==> config.mk <==
export PLATFORM = sky130hd
export DESIGN_NAME = pll_lock_ctrl
export DESIGN_NICKNAME = d
export VERILOG_FILES = /design/src/rtl/pll_lock_ctrl_pkg.sv /design/src/rtl/pll_lock_ctrl_sync_2ff.sv /design/src/rtl/pll_lock_ctrl.sv
export SDC_FILE = /design/constraint.sdc
export NUM_CORES = 1
export LEC_CHECK = 0
export ABC_AREA = 0
export CORE_MARGIN = 2
export CORE_UTILIZATION = 30
export DETAILED_ROUTE_END_ITERATION = 16
export SETUP_SLACK_MARGIN = 0.4
export SLEW_MARGIN = 20
export SYNTH_ARGS = -nofsm -noshare
export SYNTH_HDL_FRONTEND = slang
export SYNTH_SLANG_ARGS = --single-unit
export TNS_END_PERCENT = 5
==> constraint.sdc <==
create_clock -name refclk -period 1.98 [get_ports refclk]
set_input_delay 0.198 -clock refclk [delete_from_list [all_inputs] [get_ports refclk]]
set_output_delay 0.198 -clock refclk [all_outputs]
set_load 0.1 [all_outputs]
==> src/rtl/pll_lock_ctrl_pkg.sv <==
// rtl/pll_lock_ctrl_pkg.sv - state encodings, default timing constants and width helper for pll_lock_ctrl
package pll_lock_ctrl_pkg;

    localparam logic [2:0] ST_RST_PLL   = 3'd0;
    localparam logic [2:0] ST_WAIT_LOCK = 3'd1;
    localparam logic [2:0] ST_STABLE    = 3'd2;
    localparam logic [2:0] ST_RUN       = 3'd3;
    localparam logic [2:0] ST_FAULT     = 3'd4;

    localparam int DEF_RST_PULSE_CYC    = 48;
    localparam int DEF_LOCK_TIMEOUT_CYC = 24000;
    localparam int DEF_LOCK_STABLE_CYC  = 240;
    localparam int DEF_RETRY_MAX        = 3;

    // Counter width that holds 0..n-1, never narrower than one bit.
    function automatic int cnt_w(input int n);
        return (n > 1) ? $clog2(n) : 1;
    endfunction

endpackage

==> src/rtl/pll_lock_ctrl_sync_2ff.sv <==
// rtl/pll_lock_ctrl_sync_2ff.sv - generic 1-bit two-flop synchronizer with sync reset to 0
module sync_2ff (
    input  logic clk_i,
    input  logic rst_i,
    input  logic d_i,
    output logic q_o
);

    logic s1_q;
    logic s2_q;

    always_ff @(posedge clk_i) begin
        if (rst_i) begin
            s1_q <= 1'b0;
            s2_q <= 1'b0;
        end else begin
            s1_q <= d_i;
            s2_q <= s1_q;
        end
    end

    assign q_o = s2_q;

endmodule

==> src/rtl/pll_lock_ctrl.sv <==
// rtl/pll_lock_ctrl.sv - PLL reset pulse, lock qualification, retry/fault and system reset release
module pll_lock_ctrl
    import pll_lock_ctrl_pkg::*;
#(
    parameter int RST_PULSE_CYC    = DEF_RST_PULSE_CYC,
    parameter int LOCK_TIMEOUT_CYC = DEF_LOCK_TIMEOUT_CYC,
    parameter int LOCK_STABLE_CYC  = DEF_LOCK_STABLE_CYC,
    parameter int RETRY_MAX        = DEF_RETRY_MAX
) (
    input  logic       refclk,
    input  logic       reset,
    input  logic       extlock,
    output logic       pll_reset,
    output logic       sys_rst,
    output logic       locked,
    output logic       fault,
    output logic [1:0] retry_cnt,
    output logic [7:0] lock_loss_cnt
);

    localparam int PW = cnt_w(RST_PULSE_CYC);
    localparam int TW = cnt_w(LOCK_TIMEOUT_CYC);
    localparam int SW = cnt_w(LOCK_STABLE_CYC);
    localparam logic [PW-1:0] PULSE_LAST = PW'(RST_PULSE_CYC - 1);
    localparam logic [TW-1:0] TMO_LAST   = TW'(LOCK_TIMEOUT_CYC - 1);
    localparam logic [SW-1:0] STAB_LAST  = SW'(LOCK_STABLE_CYC - 1);
    localparam logic [1:0]    RETRY_LAST = 2'(RETRY_MAX - 1);

    logic          lock_s;
    logic [2:0]    state_q, state_d;
    logic [PW-1:0] pulse_q, pulse_d;
    logic [TW-1:0] tmo_q, tmo_d;
    logic [SW-1:0] stab_q, stab_d;
    logic [1:0]    retry_q, retry_d;
    logic [7:0]    loss_q, loss_d;
    logic          pll_reset_q, sys_rst_q, locked_q, fault_q;
    logic          qualify, timeout, lost, acquiring_q, acquiring_d;

    sync_2ff u_lock_sync (
        .clk_i (refclk),
        .rst_i (reset),
        .d_i   (extlock),
        .q_o   (lock_s)
    );

    assign acquiring_q = (state_q == ST_WAIT_LOCK) || (state_q == ST_STABLE);
    assign acquiring_d = (state_d == ST_WAIT_LOCK) || (state_d == ST_STABLE);
    assign qualify     = (state_q == ST_STABLE) && lock_s && (stab_q == STAB_LAST);
    // Qualification on the last allowed cycle beats the timeout.
    assign timeout     = acquiring_q && (tmo_q == TMO_LAST) && !qualify;
    assign lost        = (state_q == ST_RUN) && !lock_s;

    always_comb begin
        state_d = state_q;
        case (state_q)
            ST_RST_PLL:   if (pulse_q == PULSE_LAST) state_d = ST_WAIT_LOCK;
            ST_WAIT_LOCK: begin
                if (timeout)     state_d = (retry_q == RETRY_LAST) ? ST_FAULT : ST_RST_PLL;
                else if (lock_s) state_d = ST_STABLE;
            end
            ST_STABLE: begin
                if (qualify)      state_d = ST_RUN;
                else if (timeout) state_d = (retry_q == RETRY_LAST) ? ST_FAULT : ST_RST_PLL;
                else if (!lock_s) state_d = ST_WAIT_LOCK;
            end
            ST_RUN:       if (!lock_s) state_d = ST_RST_PLL;
            ST_FAULT:     state_d = ST_FAULT;
            default:      state_d = ST_RST_PLL;
        endcase
    end

    always_comb begin
        pulse_d = ((state_q == ST_RST_PLL) && (state_d == ST_RST_PLL)) ? pulse_q + 1'b1 : '0;
        tmo_d   = (acquiring_q && acquiring_d) ? tmo_q + 1'b1 : '0;
        stab_d  = ((state_q == ST_STABLE) && (state_d == ST_STABLE)) ? stab_q + 1'b1 : '0;
        retry_d = retry_q;
        if (timeout && (retry_q != RETRY_LAST)) retry_d = retry_q + 1'b1;
        if (lost) retry_d = 2'd0;
        loss_d  = (lost && (loss_q != 8'hFF)) ? loss_q + 1'b1 : loss_q;
    end

    always_ff @(posedge refclk) begin
        if (reset) begin
            state_q     <= ST_RST_PLL;
            pulse_q     <= '0;
            tmo_q       <= '0;
            stab_q      <= '0;
            retry_q     <= 2'd0;
            loss_q      <= 8'd0;
            pll_reset_q <= 1'b1;
            sys_rst_q   <= 1'b1;
            locked_q    <= 1'b0;
            fault_q     <= 1'b0;
        end else begin
            state_q     <= state_d;
            pulse_q     <= pulse_d;
            tmo_q       <= tmo_d;
            stab_q      <= stab_d;
            retry_q     <= retry_d;
            loss_q      <= loss_d;
            pll_reset_q <= (state_d == ST_RST_PLL) || (state_d == ST_FAULT);
            sys_rst_q   <= (state_d != ST_RUN);
            locked_q    <= (state_d == ST_RUN);
            fault_q     <= (state_d == ST_FAULT);
        end
    end

    assign pll_reset     = pll_reset_q;
    assign sys_rst       = sys_rst_q;
    assign locked        = locked_q;
    assign fault         = fault_q;
    assign retry_cnt     = retry_q;
    assign lock_loss_cnt = loss_q;

endmodule

# Yosys cells after proc, flatten, opt, wreduce, memory -nomap -nowiden

Index checks and enable logic that the tools add are counted.

Flip-flop bits (word level): 48
Input port bits: 3
Output and inout bits: 14
Logic and storage cells: 65

Add/sub/neg operators: 5
Equal/unequal tests: 15
Multiplexer cells: 9
Bitwise operators: 3
Reductions and logical operators: 21

Operators by type and width:

| kind                    | count |
|---|---|
| $mux W3                 | 8 |
| $add A8 B1 Y8 const B   | 2 |
| $add A15 B1 Y15 const B | 1 |
| $eq A15 B15 Y1 const B  | 1 |
| $pmux W3 S5             | 1 |
| $eq A3 B2 Y1 const B    | 4 |
| $logic_and A1 B1 Y1     | 10 |
| $eq A8 B8 Y1 const B    | 1 |
| $ne A8 B8 Y1 const B    | 1 |
| $reduce_or A2 Y1        | 4 |
| $add A6 B1 Y6 const B   | 1 |
| $eq A3 B1 Y1 const B    | 2 |
| $eq A3 B3 Y1 const B    | 2 |
| $eq A6 B6 Y1 const B    | 1 |
| $logic_not A3 Y1        | 2 |
| $logic_or A1 B1 Y1      | 3 |
| $ne A3 B2 Y1 const B    | 1 |
| $not A1 Y1              | 3 |
| $add A2 B1 Y2 const B   | 1 |
| $eq A2 B2 Y1 const B    | 1 |
| $logic_not A1 Y1        | 2 |
| $ne A2 B2 Y1 const B    | 1 |

# Logic depth before layout (Yosys ltp)

Word-level depth: 13
Depth in mapped cells: 7

# Cells and area by module

From an unflattened synthesis, not the netlist that was laid out.

Cell total of the unflattened synthesis: 226
Area total of the unflattened synthesis: 2122.0 µm²

Modules (own cells, without submodules):

| module        | instances | cells an instance | area each (µm²) | sequential area each (µm²) |
|---|---|---|---|---|
| pll_lock_ctrl | 1         | 222               | 2069.5          | 920.9 |
| sync_2ff      | 1         | 4                 | 52.6            | 40.0 |

# Worst setup path before layout

Ideal clock, no wire load.

Path kind: register to register
From: register loss_q[0] (netlist: lock_loss_cnt[0])
To: register loss_q[4] (netlist: lock_loss_cnt[4])
Library setup time: 128 ps
Data arrival time: 2153 ps
Setup slack: -301 ps
Cell stages (with the launch flop): 7
Path buffers: 0
Clock period less this slack: 2281 ps
Cells stage by stage: dfxtp_1 -> ha_1 -> nand3_1 -> o21ai_1 -> nor2_1 -> xnor2_1 -> nor2_1

Word-level cells in the longest chain between the ends: 2
Elaborated cells between the ends (all ways): 3
Classes of those cells: add/sub: 1; eq/ne: 1; reduce/logical: 1

Ends and longest elaborated chain:

| element                                               | RTL line             | text |
|---|---|---|
| start, declared                                       | pll_lock_ctrl.sv:35  | `logic [7:0] loss_q, loss_d;` |
| start signal, assigned                                | pll_lock_ctrl.sv:100 | `loss_q <= loss_d;` |
| branches (longest 2 deep; another with $add A8 B1 Y8) | n/a                  |  |

Several ways; the timed one is not identified.
A chain may end at the register's enable or synchronous reset.

# Final worst setup path

From: register tmo_q[6]
To: register tmo_q[10]

Word-level cells in the longest chain between the ends: 11
Elaborated cells between the ends (all ways): 14
Classes of those cells: add/sub: 1; eq/ne: 3; mux: 4; bitwise: 1; reduce/logical: 5

Ends and longest elaborated chain:

| element                                      | RTL line            | text |
|---|---|---|
| start, declared                              | pll_lock_ctrl.sv:32 | `logic [TW-1:0] tmo_q, tmo_d;` |
| start signal, assigned                       | pll_lock_ctrl.sv:97 | `tmo_q <= tmo_d;` |
| $eq A15 B15 Y1                               | pll_lock_ctrl.sv:50 | `assign timeout = acquiring_q && (tmo_q == TMO_LAST) && !qualify;` |
| $logic_and A1 B1 Y1 (2 in series)            | pll_lock_ctrl.sv:50 |  |
| $mux W3                                      | pll_lock_ctrl.sv:63 | `else if (timeout) state_d = (retry_q == RETRY_LAST) ? ST_FAULT : ST_RST_PLL;` |
| $mux W3                                      | pll_lock_ctrl.sv:62 | `if (qualify) state_d = ST_RUN;` |
| $pmux W3 S5                                  | pll_lock_ctrl.sv:55 | `case (state_q)` |
| $eq A3 B1 Y1 or $eq A3 B2 Y1 (tied branches) | pll_lock_ctrl.sv:47 | `assign acquiring_d = (state_d == ST_WAIT_LOCK) \|\| (state_d == ST_STABLE);` |
| $logic_or A1 B1 Y1                           | pll_lock_ctrl.sv:47 |  |
| $logic_and A1 B1 Y1                          | pll_lock_ctrl.sv:74 | `tmo_d = (acquiring_q && acquiring_d) ? tmo_q + 1'b1 : '0;` |
| $not A1 Y1 (no line)                         | n/a                 |  |
| $reduce_or A2 Y1 (no line)                   | n/a                 |  |

Several ways; a longest one is shown, not always the timed one.

==> results.yml <==
grt:
  grt_first_pass_wirelength_um: 5982
  grt_antenna_before_repair: 0
  grt_max_degree: 17
  first_global_vias: 1320
  grt.total_usage: 0.1012
  grt_overflow: 0
synth:
  synth_top_cell_area_share: 0.4752
  synth.distinct_cells: 36
  yosys_register_bits: 48
  syn_area_um2: 2022
  syn_avg_cell_area_um2: 9.067
  ys_warn_count: 0
  synth_nets: 231
  yosys.area.top_type: "dfxtp_1"
  synth.area.top_cells: "dfxtp_1, nor2_1, xnor2_1"
  netlist_instances: 223
  ys_seq_area_frac: 0.4752
cts:
  clock_path_buffers: 2
  h-tree-depth: 2
  cts_setup_buffers: 0
  clock_sinks: 48
  path_clk_slew_ns: 0.09
  cts_tree: "built"
  cts_inserted_buffers: 5
  cts_hold_buffers: 0
  root_buffer: "clkbuf_8"
  worst_skew_pair.late_latency_ns: 0.29
worst_hold_path:
  hold_class: "register to register"
die:
  die_w_um: 86.10
  io_pins: 17
  fp.dieH_um: 86.10
  fp.coreArea_um2: 6422
  num_rows: 29
  dieArea_um2: 7412
  start_util: 0.3148
routing:
  drt_first_pass_iters: 4
  drt_wl_total_um: 3483
  routedWlPerCell_um: 10.82
  viasPerCell: 4.593
  route.vias.total: 1479
  ant_nets: 0
  drtIter0Drc: 68
  drcViolationCount: 0
worst_setup_path:
  path_class: "register to register"
  worstSetupStartpointType: "register"
  arrival_ns: 1.89
  worstPathRequired_ns: 2.17
  cp-end-kind: "register"
  crit_fanout: 11
sta:
  rsz0062_at_grt: "yes"
  post-route-min-period_ns: 1.700
  setup_ws_ns: 0.2801
  fmax_mhz: 588.3
  clock_skew_ns: 0.008563
  finalHoldViolCount: 0
  max-slew-margin-rel: 0.6944
  setup_viol_count_final: 0
  final.period_utilization: 0.8585
  maxSlewViolCount: 0
  finalSetupTns_ns: 0
  tightestPinTransition_ns: 0.4550
power:
  ir_worst_vdd_mv: 0.3291
  cellPowerDensity_nw_per_um2: 703.5
  p_leak_nw: 0.8454
  p_total_mw: 1.680
placement:
  finalWeightedCongestion: 0.7414
  placed_area_um2: 2271
  preCtsSetupSlack_ns: 0.2309
  io_buffers: 16
  place_hpwl_um: 2464
final_layout:
  fin_area_um2: 2389
  layout.cells.most_common: "nor2_1"
  drive_above_1_share: 0.1918
  n_antenna_cell: 0
  syn_to_final_growth_pct: 18.13
  mostFrequentLayoutCells: "nor2_1, dfxtp_1, xnor2_1, buf_4, nand3_1"
  layout.nets: 252
  n_fill_cell: 643
run_status:
  status: "complete, no violations"
run:
  maxCapViolCount: 0
-- critical path, cell delays in order, from the launching register on --
cell,delay (ns)
dfxtp_1,0.36
or4b_4,0.54
nor4_4,0.21
and2_4,0.23
or2_4,0.19
nor2_1,0.06
-- routing by layer --
| metal | part of all wire | vias to the layer above | global-route usage |
|---|---|---|---|
| li1 | - | 786 | - |
| met1 | 0.49 | 669 | 0.1268 |
| met2 | 0.46 | 18 | 0.1649 |
| met3 | 0.034 | 6 | 0.03080 |
| met4 | 0.014 | 0 | 0.03463 |
| met5 | 0 | - | 0 |
-- final timing paths --
kind	start	end	slack [ns]	cells past startpoint
max	tmo_q[6]	tmo_q[10]	0.28	5
min reg2reg	u_lock_sync.s1_q	u_lock_sync.q_o	0.44	1
max reg2reg	tmo_q[6]	tmo_q[10]	0.28	5
min	u_lock_sync.s1_q	u_lock_sync.q_o	0.44	1
-- synth_stat cells, drive strengths merged --
| library cell | instances |
|---|---|
| nor2 | 51 |
| dfxtp | 48 |
| nand3 | 16 |
| xnor2 | 16 |
| nand2 | 14 |
| xor2 | 12 |
| inv | 7 |
| nor3 | 7 |
| ha | 5 |
| a21oi | 4 |
| and3 | 4 |
| nand3b | 4 |
| nand4 | 4 |
| clkbuf | 3 |
| mux2i | 3 |
| nor2b | 3 |
| o21ai | 3 |
| o21a | 2 |
| or3 | 2 |
| or3b | 2 |
| a32oi | 1 |
| and2 | 1 |
| and4bb | 1 |
| buf | 1 |
| nand4b | 1 |
| nor3b | 1 |
| nor4 | 1 |
| o21bai | 1 |
| o22ai | 1 |
| o31ai | 1 |
| or2 | 1 |
| or4 | 1 |
| or4b | 1 |
-- final cells by class --
class	count	area (um^2)	share of cell area
clock buffers	6	72.57	0.03038
clock inverters	2	35.03	0.01467
inverters	7	26.28	0.01100
multi-input cells	164	1032	0.4322
flip-flops and latches	48	985.9	0.4128
well taps	77	96.34	0.04034
repair buffers	18	140.1	0.05867
-- where the power goes --
group	internal (mW)	switching, mW	total, mW	leakage (nW)
logic	0.0118	0.0136	0.0254	0.396
registers	0.965	0.00463	0.969	0.394
clock network	0.375	0.311	0.686	0.0552
total	1.35	0.329	1.68	0.845
-- kinds of logic (layout without fill, tap and decap cells) --
| kind of cell | count (synthesis) | count (layout) | share of synthesized area |
|---|---|---|---|
| and+or+nand+nor | 115 | 115 | 0.2933 |
| DFF | 48 | 48 | 0.4752 |
| adders and majority gates | 5 | 5 | 0.03094 |
| xor gates and xnor gates | 28 | 28 | 0.1213 |
| AOI/OAI and AO/OA | 13 | 13 | 0.03961 |
| muxes | 3 | 3 | 0.01485 |
| buffers and inverters | 11 | 33 | 0.02475 |
-- sequential cells by signal (all words and copies together), names as in the netlist --
signal / cells
fault: 1
lock_loss_cnt: 8
locked: 1
pll_reset: 1
pulse_q: 6
retry_cnt: 2
stab_q: 8
state_q: 3
sys_rst: 1
tmo_q: 15
u_lock_sync.q_o: 1
u_lock_sync.s1_q: 1
-- repair_timing --
action | in CTS | in global routing
pin swaps | 0 | 0
endpoints found under the setup margin | 31 | 34
endpoints found under the hold margin | 0 | 0
resized for setup | 3 | 0
-- per-stage QoR --
stage	std cells	hold slack [ns]	util
6_report	322	0.4428	0.3719
5_1_grt	322	0.4410	0.3719
2_1_floorplan	223	0.3262	-
3_5_place_dp	314	0.4295	0.3536
3_3_place_gp	314	0.4191	0.3536
4_1_cts	322	0.4411	0.3719
Note: power is estimated with default switching activity, not from simulation.
==> RTL change 1: new RTL, same flow settings <==
Make the reset (`reset` and `rst_i`) asynchronous in 2 clocked blocks. Comments in the files are not updated.
--- a/src/rtl/pll_lock_ctrl_sync_2ff.sv
+++ b/src/rtl/pll_lock_ctrl_sync_2ff.sv
@@ -11,3 +11,3 @@
 
-    always_ff @(posedge clk_i) begin
+    always_ff @(posedge clk_i or posedge rst_i) begin
         if (rst_i) begin
--- a/src/rtl/pll_lock_ctrl.sv
+++ b/src/rtl/pll_lock_ctrl.sv
@@ -81,3 +81,3 @@
 
-    always_ff @(posedge refclk) begin
+    always_ff @(posedge refclk or posedge reset) begin
         if (reset) begin
Behaviour: no difference found for any inputs over 10 cycles, from zero or initial values and one cycle with reset high; that may be too few to reach the edited logic, so the function may still have changed.
==> RTL change 1 against the original RTL <==
- sequential cell count is the same
- wire length grew 16%
- critical path type unchanged
- die area grew 9.5%
- global-route usage grew 0.56 points
- design area grew 17%
- area after synthesis grew 10%
- setup slack lost 0.27 ns
Power is not compared: it rests on default switching activity, and its combinational part moved more than twofold at a synthesized area within 25%.
==> RTL change 1: results (changes against the original RTL) <==
STA
  • Clock skew: 0.00691 ns (-0.00166 ns)
  • Max-slew headroom: 75.2% (+5.7 points)

Cells and area
  • Fillers: 740 (+15%)
  • Layout net count: 253 (+0.40%)
  • Top reg by flops: tmo_q
  • Fraction of layout cells with a size suffix above 1: 23.6% (+4.4 points)

Synth
  • Syn Nets: 218 (-5.6%)
  • Yosys top cell area share: 51.8% (+4.2 points)
  • YS warnings: 0 (unchanged)
  • Most used flip-flop cell after synthesis: dfrtp_1
  • Top cells by count, synth: 46 x dfrtp_1, 30 x nor2_1, 16 x xor2_1
  • Syn Area/Cell: 10.6 um^2 (+17%)
  • Netlist cell types: 41 (+14%)
  • Ys async rst share: 100% (+100 points)
  • Synth top area cells: dfrtp_1 52%, xor2_1 6.3%, nor2_1 5.1%
  • Register area share after synthesis: 54.1% (+6.6 points)

Run status
  • Status: finished, final reports clean

Drt
  • DRT iter0 DRCs: 39 (-43%)
  • DRT Wirelength: 4.05 mm (+16%)
  • DR vias/cell: 4.57 (-0.48%)
  • Wire per inst: 11.7 um (+8.4%)

Clocking
  • CTS Root Cell: clkbuf_8
  • CTS Buffer Depth: 2 (unchanged)

Placement
  • Placed cells: 335 (+6.7%)
  • Dpl hpwl: 2.77 mm (+13%)
  • Routability cong.: 0.766 (+3.3%)
  • Placed cell area: 2580 um^2 (+14%)

Critical path
  • CP max-delay cell: or4b_1
  • Worst-path fanout max: 2 (-9)
  • Crit path largest cell delay: 0.52 ns (-0.02 ns)
  • Crit path DAT: 2.15 ns (+0.26 ns)

Global routing
  • Antenna violations before repair: 0 (unchanged)
  • First-pass GRT wire length: 7.13 mm (+19%)
  • Vias in the first global route: 1637 (+24%)
  • Largest net degree at the start of global routing: 49 (+32)
  • Tot GR Track Use: 10.7% (+0.56 points)

Min path
  • Hold Path Class: in -> async
==> RTL change 1: where the power goes <==
group	internal [uW]	switching (uW)
clock	446	310
sequential	985	6.25
combinational	31.3	54.9
total	1460	371
==> RTL change 1: final timing paths <==
path,end,from,slack (ns),cells after the start
max,retry_cnt[0]$_DFFE_PP0P_,tmo_q[6]$_DFF_PP0_,0.007,4
min,tmo_q[1]$_DFF_PP0_,reset,0.25,3
max reg2reg,retry_cnt[0]$_DFFE_PP0P_,tmo_q[6]$_DFF_PP0_,0.007,4
min reg2reg,u_lock_sync.q_o$_DFF_PP0_,u_lock_sync.s1_q$_DFF_PP0_,0.36,0
max in group asynchronous,pll_reset$_DFF_PP1_,reset,1.46,3
min in group refclk,u_lock_sync.s1_q$_DFF_PP0_,extlock,0.34,1
==> RTL change 1: cells by family after synthesis <==
group / count (synthesis) / share of synthesized area [%]
adders and majority gates: 5 / 2.81
muxes: 3 / 1.46
and+or+nand+nor: 95 / 22.8
xor gates and xnor gates: 27 / 10.6
DFF: 48 / 54.1
AOI/OAI and AO/OA: 19 / 5.85
buffers and inverters: 13 / 2.31
==> RTL change 1: worst min-delay path, stage by stage <==
cell             delay, ns
clkdlybuf4s50_1       0.41
inv_2                 0.07
buf_12                0.25
==> RTL change 1: what timing repair did <==
item | CTS | global route
setup buffers | 0 | 2
resized for setup | 2 | 12
endpoints found under the hold margin | 0 | 0
gates cloned | 0 | 0
pin swaps | 0 | 9
endpoints found under the setup margin | 36 | 38
==> RTL change 1: final cells by class <==
| type | instances | area [um^2] | area share (%) |
|---|---|---|---|
| Timing Repair Buffer | 32 | 274 | 9.81 |
| Sequential cell | 48 | 1200 | 43.1 |
| Tap cell | 99 | 124 | 4.43 |
| Clock buffer | 7 | 96.3 | 3.45 |
| Inverter | 9 | 33.8 | 1.21 |
| Clock inverter | 1 | 30.0 | 1.07 |
| Multi-Input combinational cell | 149 | 1030 | 36.9 |
==> RTL change 1: layer usage <==
layer | global-route usage, % | part of all wire, % | vias up
li1 | - | - | 796
met1 | 13.1 | 48 | 753
met2 | 17.9 | 47 | 23
met3 | 2.60 | 3.2 | 5
met4 | 4.62 | 1.6 | 0
met5 | 0 | 0 | -
==> RTL change 1: through the flow <==
| stage | power [uW] | setup slack (ns) |
|---|---|---|
| 5_1_grt | 1930 | -0.0828 |
| 4_1_cts | 1870 | -0.0864 |
| 6_report | 1830 | 0.00654 |
| 2_1_floorplan | 1060 | -0.174 |
| 3_3_place_gp | 1100 | -0.0677 |
| 3_5_place_dp | 1100 | -0.110 |
==> RTL change 2: new RTL, config.mk and constraints unchanged <==
Without the edit above. `DEF_LOCK_STABLE_CYC`: 240 -> 120.
--- a/src/rtl/pll_lock_ctrl_pkg.sv
+++ b/src/rtl/pll_lock_ctrl_pkg.sv
@@ -11,3 +11,3 @@
     localparam int DEF_LOCK_TIMEOUT_CYC = 24000;
-    localparam int DEF_LOCK_STABLE_CYC  = 240;
+    localparam int DEF_LOCK_STABLE_CYC  = 120;
     localparam int DEF_RETRY_MAX        = 3;
Formal check against the unedited RTL: same outputs for any inputs over 10 cycles, from zero or initial values and one cycle with reset high; that may be too few to reach the edited logic, so the function may still have changed.
==> RTL change 2 against the original RTL <==
- the flow now finishes with violations (setup timing)
- sequential cell count fell by 1
- clock power rose by 22%
- count of clock-buffer cells in the layout fell by 1
- design area rose by 13%
- setup slack got worse by 0.30 ns
- via count rose by 12%
- total power rose by 9.1%
- wire length rose by 16%
- die area rose by 0.48%
- area after synthesis rose by 0.50%
- largest cell class unchanged
- highest routed layer unchanged
==> RTL change 2: results (changes against the original RTL) <==
Run status
  • Status: finished with violations
  • Failing checks: setup timing

STA
  • Least-Margin Pin Slew: 0.389 ns (-0.0660 ns)
  • Endpoints failing setup: 1 (+1)
  • Final setup margin: -0.0177 ns (-0.298 ns)
  • Clock skew: 0.00975 ns (+0.00119 ns)

Critical path
  • Worst-path fanout max: 2 (-9)
  • R2R cell count: 4 (-1)
  • Crit path largest cell delay: 0.50 ns (-0.04 ns)
  • CP max-delay cell: or4b_1

Pwr
  • Seq. pwr: 954 uW (-2%)
  • Leak: 0.000942 uW (+11%)
  • Design Power: 1830 uW (+9.1%)

Drt
  • Met1 wire length: 1.89 mm (+10%)
  • DRT iter0 DRCs: 43 (-37%)
  • DR vias/cell: 4.90 (+6.7%)
  • DRT Wirelength: 4.04 mm (+16%)
  • Wire per inst: 12.0 um (+11%)
  • Met3 WL post-DR: 132 um (+13%)
  • WL met2: 1.95 mm (+21%)

Placement
  • Place WS: -0.0123 ns (-0.243 ns)
  • Dpl hpwl: 2.85 mm (+16%)
  • Placed cells: 329 (+4.8%)

Cells and area
  • Fillers: 651 (+1.2%)
  • Layout net count: 267 (+6.0%)
  • Fraction of layout cells with a size suffix above 1: 30.4% (+11 points)

Clocking
  • Worst skew pair latency: 0.31 ns (+0.02 ns)
  • Post-CTS Resized: 16 (+13)

Global routing
  • Vias in the first global route: 1621 (+23%)
  • Tot GR Track Use: 12.0% (+1.9 points)
  • M1 GR Usage: 13.9% (+1.2 points)
  • First-pass GRT wire length: 7.05 mm (+18%)
  • Met3 Resource Use GR: 4.29% (+1.2 points)
  • Largest net degree at the start of global routing: 18 (+1)

Min path
  • Hold Path Class: in -> reg
  • Hold Crit Depth: 2 (+1)
  • Hold EP: u_lock_sync.s1_q$_SDFF_PP0_

Synth
  • Register area share after synthesis: 46.3% (-1.2 points)
  • Top cells by count, synth: 47 x dfxtp_1, 25 x nor3_1, 22 x nor2_1
  • Syn Nets: 225 (-2.6%)
  • Synth top area cells: dfxtp_1 46%, xnor2_1 7.3%, nor3_1 6.2%
  • Netlist cell types: 41 (+14%)
## RTL change 2: kinds of logic after synthesis
logic type / Yosys count / synth area share [%]
xor gates and xnor gates: 28 / 12.1
muxes: 3 / 1.72
DFF: 47 / 46.3
and+or+nand+nor: 101 / 26.8
adders and majority gates: 5 / 3.08
AOI/OAI and AO/OA: 18 / 7.08
buffers and inverters: 15 / 2.96
## RTL change 2: stage by stage
stage	cell area (um^2)	hold WS [ns]	setup TNS [ns]
4_1_cts	2660	0.430	-0.0157
5_1_grt	2690	0.444	-0.0723
3_5_place_dp	2450	0.428	-0.0123
6_report	2690	0.435	-0.0177
3_3_place_gp	2450	0.417	0
2_1_floorplan	2060	0.326	-0.187
## RTL change 2: area by class of cell
class                      instances  area [um^2]  area share (%)
clock buffer                       5         68.8            2.56
clock inverter                     3         67.6            2.51
inverter                           7         26.3           0.976
multi-input combinational        155         1130            41.8
sequential                        47          961            35.7
tap                               77         96.3            3.58
timing repair buffer              43          347            12.9
